`src/rtl/fm_audio_decimator.sv`:
```
// Integrate-and-dump decimator turning CORDIC instantaneous-frequency samples into
// saturated 16-bit audio, delivered through a single-entry valid/ready holding register.
module fm_audio_decimator #(
  parameter int DECIM      = 16,
  parameter int GAIN_SHIFT = 2
) (
  input  logic               clk,
  input  logic               reset,
  input  logic               in_valid,
  input  logic signed [17:0] f_inst,
  output logic               out_valid,
  input  logic               out_ready,
  output logic signed [15:0] audio,
  output logic               overrun
);

  localparam int ACC_W      = 24;
  localparam int CNT_W      = 6;
  localparam int LOG2_DECIM = $clog2(DECIM);

  localparam logic [CNT_W-1:0]        CNT_LAST = CNT_W'(DECIM - 1);
  localparam logic signed [ACC_W-1:0] SAT_MAX  = 24'sd32767;
  localparam logic signed [ACC_W-1:0] SAT_MIN  = -24'sd32768;

  logic signed [ACC_W-1:0] acc;
  logic signed [ACC_W-1:0] sum;
  logic signed [ACC_W-1:0] mean;
  logic signed [ACC_W-1:0] scaled;
  logic signed [15:0]      sat;
  logic [CNT_W-1:0]        cnt;
  logic                    dump;

  // Datapath for the dump: the sum includes the sample arriving this cycle, so the
  // DECIM-th sample never has to sit in the accumulator.
  always_comb begin
    // NOTE: every always_comb output gets a default first so no path leaves it
    // unassigned, which would infer a latch.
    sat    = '0;
    sum    = acc + ACC_W'($signed(f_inst));
    mean   = sum >>> LOG2_DECIM;
    scaled = mean >>> GAIN_SHIFT;
    dump   = in_valid && (cnt == CNT_LAST);

    if (scaled > SAT_MAX) begin
      sat = 16'sh7fff;
    end else if (scaled < SAT_MIN) begin
      sat = 16'sh8000;
    end else begin
      sat = scaled[15:0];
    end
  end

  // Accumulator and sample counter; both hold through in_valid gaps.
  always_ff @(posedge clk) begin
    // NOTE: sequential state uses non-blocking assignments so every register samples
    // pre-edge values regardless of statement order.
    if (reset) begin
      acc <= '0;
      cnt <= '0;
    end else if (dump) begin
      acc <= '0;
      cnt <= '0;
    end else if (in_valid) begin
      acc <= sum;
      cnt <= cnt + CNT_W'(1);
    end
  end

  // Single-entry output register. A fresh result always wins; it flags overrun only
  // when it displaces a value the consumer has not taken.
  always_ff @(posedge clk) begin
    if (reset) begin
      out_valid <= 1'b0;
      audio     <= '0;
      overrun   <= 1'b0;
    end else if (dump) begin
      audio     <= sat;
      out_valid <= 1'b1;
      if (out_valid && !out_ready) begin
        overrun <= 1'b1;
      end
    end else if (out_valid && out_ready) begin
      out_valid <= 1'b0;
    end
  end

endmodule

```
`config.mk`:
```
export PLATFORM = sky130hd
export DESIGN_NAME = fm_audio_decimator
export DESIGN_NICKNAME = d
export VERILOG_FILES = /design/src/rtl/fm_audio_decimator.sv
export SDC_FILE = /design/constraint.sdc
export NUM_CORES = 1
export LEC_CHECK = 0
export CORE_ASPECT_RATIO = 0.75
export CORE_MARGIN = 5
export CORE_UTILIZATION = 50
export CTS_CLUSTER_SIZE = 25
export DETAILED_ROUTE_END_ITERATION = 10
export PLACE_DENSITY_LB_ADDON = 0.2
export SLEW_MARGIN = 20
export SYNTH_ARGS = -nofsm -noshare
export SYNTH_HDL_FRONTEND = slang
export SYNTH_SLANG_ARGS = --single-unit
```
`constraint.sdc`:
```
create_clock -name clk -period 3.6 [get_ports clk]
set_clock_uncertainty 0.1 [all_clocks]
set_input_delay 0.72 -clock clk [delete_from_list [all_inputs] [get_ports clk]]
set_output_delay 0.72 -clock clk [all_outputs]
set_load 0.01 [all_outputs]
```
==> impl_metrics.tcl <==
set metrics [dict create \
    clkTransAtPathRegs_ns 0.09 \
    slew-limit-headroom_pct 70.3 \
    synth_nets 372 \
    ant_nets 0 \
    synth-main-ff-cell "dfxtp_1" \
    overflow 0 \
    dp_hpwl_mm 6.03 \
    wl_per_cell_um 16.1 \
    grt.busiest_layer "met2" \
    r2r_slack_ns 0.77 \
    min_to "overrun" \
    ir_drop_v 0.000324 \
    critPathCaptureType "flop" \
    fin_cells 479 \
    worstHoldPathType "reg -> reg" \
    post-route-period-util_pct 93.6 \
    tns_ns 0 \
    initial_core_util_pct 51.3 \
    gr-usage-met2_pct 31.3 \
    worstPathRequired_ns 3.70 \
    leakagePower_uw 0.00164 \
    place_area_um2 3710 \
    reg2reg_from "acc[0]" \
    final_cell_area_um2 3850 \
    crit_type "in -> reg" \
    grt_pass1_wl_mm 13.0 \
    hold-path-cell-count 2 \
    hold_viol 0 \
    slowest_stage "fa_1" \
    grt_pass1_vias 2691 \
    postCtsSetupRepairBufs 0 \
    diodes 0 \
    crit_path_start "f_inst[0]" \
    placedCellCount 469 \
    die-area_um2 7640 \
    rsz0062_at_grt "false" \
    synth_edf_count 0 \
    htreeDepth 2 \
    routed_wirelength_mm 7.71 \
    die_w_um 99.3 \
    core.rowCount 24 \
    hold_ws_ns 0.374 \
    worst_r2r_path_depth 11 \
    ys.warnings.count 0 \
    cts.sinks 48 \
    vias_per_cell 5.76 \
    die_h_um 77.0 \
    fp.coreArea_um2 5830 \
    tightest_slew_ns 0.439 \
    max-cap-violations 0 \
    syn_area_um2 2990 \
    antenna_found_initial 0 \
    ys_async_sr_fraction_pct 0 \
    clockBufferDepth 2 \
    grt_use_met3_pct 5.71 \
    max_freq_mhz 297 \
    layout-drive-gt1-share_pct 17.0 \
    cellPowerDensity_nw_per_um2 459 \
    period_minus_slack_ns 3.37 \
    ys_seq_area_share_pct 32.1 \
    path_cells "clkdlybuf4s50_1 -> ha_1 -> fa_1 -> a211oi_2 -> o21ai_2 -> a41oi_2 -> nor4_1 -> or3_4 -> nand2_2 -> a22oi_2 -> buf_12 -> o221a_1" \
    finalNetCount 447 \
    clockRootBuffer "clkbuf_8" \
    yosys.cell_types.count 56 \
    cp_max_fo 15 \
    synth_seq_cells 48 \
    use_met1_pct 29.5 \
    drv_slew 0 \
    hold_buffers 0 \
    slowest_delay_ns 0.43 \
    first_pass_iters 4 \
    status "finished, final reports clean" \
    gr-usage-all-layers_pct 20.5 \
    syn_to_final_growth_pct 28.8 \
    route.detailed.drc 0 \
    io_pins 40 \
    io_buffers 39 \
    routabilityCongestion 0.928 \
    syn_area_per_cell_um2 9.20 \
    critPathArrivalTime_ns 3.47 \
    setup_viol 0 \
    num_vias 2760 \
    cts_tree "yes" \
    cts_made_buffers 5 \
    insertion_delay_ns 0.30 \
    start_kind "input port" \
    rr_endpoint "audio[0]" \
    hold_start "overrun" \
    cts-resized-gates 0 \
    grt_max_degree 28 \
    drtIter0Drc 153 \
    synthCells 325 \
]
[layout by cell type, fill, tap and decap left out, types with 2 or more instances in the layout]
cell,instances
o211ai_1,3
o21bai_1,3
nand2_2,2
inv_1,5
clkdlybuf4s50_1,39
nor2_1,36
o21ai_1,6
a211oi_1,5
a21oi_1,25
o21a_1,2
clkbuf_8,6
nor3_1,4
o2111ai_1,3
and2_1,3
xnor2_1,16
a32o_1,2
a31oi_1,3
a21o_1,6
nand4_1,3
a211oi_2,2
buf_4,40
nand3_1,6
o221a_1,15
dfxtp_1,48
or3_1,2
ha_1,24
o21ai_0,10
and3_1,2
xor2_1,9
nand2_1,22
a21oi_2,2
buf_12,2
mux2i_1,18
[cell usage after synthesis (all sizes together) (2+ instances only)]
library cell  count  area [µm²]
and2              3        18.8
mux2i            18         180
a21o              6        45.0
nor2             36         135
dfxtp            48         961
and3              3        20.0
a21oi            27         143
nand2            24        95.1
a31oi             4        40.0
o21ai            17        88.8
o21a              2        15.0
a211oi            7        62.6
xnor2            17         156
o21bai            3        22.5
a32o              2        20.0
o221a            15         169
nand4             3        18.8
ha               24         300
xor2              9        78.8
or3               3        23.8
clkbuf            7        26.3
nor3              5        25.0
inv               5        18.8
a41oi             2        25.0
nand3             7        40.0
buf               6        42.5
o211ai            3        22.5
o2111ai           3        26.3
[worst max path at each step]
stage                           end  slack, ns  depth (start not counted)
final                      audio[0]       0.23                         12
after global routing       audio[0]       0.12                         12
after CTS                  audio[5]       0.03                         11
after detailed placement   audio[0]      -0.28                         11
after global placement     audio[9]      -0.19                         10
after floorplan           audio[10]       0.44                         11
[cell type report]
class / instances / area, µm²
Clock buffer: 6 / 82.6
Clock inverter: 2 / 13.8
Fill cell: 505 / 1970
Inverter: 5 / 18.8
Multi-Input combinational cell: 259 / 1950
Sequential cell: 48 / 961
Tap cell: 78 / 97.6
Timing Repair Buffer: 81 / 731
[sequential cells by signal, summed over array words and instances, names as in the netlist]
register,flops
overrun,1
cnt,6
audio,16
acc,24
out_valid,1
[metal layers]
| layer | vias up | wire length [µm] | part of all wire, % |
|---|---|---|---|
| met2 | 94 | 3370 | 44 |
| met3 | 2 | 647 | 8.4 |
| met4 | 0 | 19 | 0.25 |
| met1 | 1303 | 3670 | 48 |
| met5 | - | 0 | 0 |
| li1 | 1361 | - | - |
[worst max-delay path, delay by kind of cell]
family	cells	cell delay, ns
fa+ha+maj	2	0.66
buf+inv	2	0.58
compound gates	5	0.92
simple gates	3	0.57
[through the flow]
stage / setup WS [ns] / total power (µW) / utilization [%]
finish: 0.231 / 1770 / 66.1
global route: 0.124 / 1890 / 66.1
floorplan: 0.442 / 1150 / -
detailed placement: -0.277 / 1420 / 63.8
CTS: 0.0261 / 1770 / 65.4
global placement: -0.187 / 1410 / 63.8
[report_power, final]
group	switching, µW	total, µW	internal [µW]	leakage, µW
logic	428	812	384	0.00120
clock network	186	344	157	0.0000516
registers	29.4	610	581	0.000392
[logic make-up after synthesis]
kind of cell    after synthesis  synth area share [%]
xor+xnor                     26                  7.87
flops                        48                  32.1
mux                          19                  6.40
buf+inv                      18                  2.93
fa+ha+maj                    25                  10.7
simple gates                 88                  13.5
compound gates              101                  26.5
Note: power is estimated with default switching activity, not from simulation.
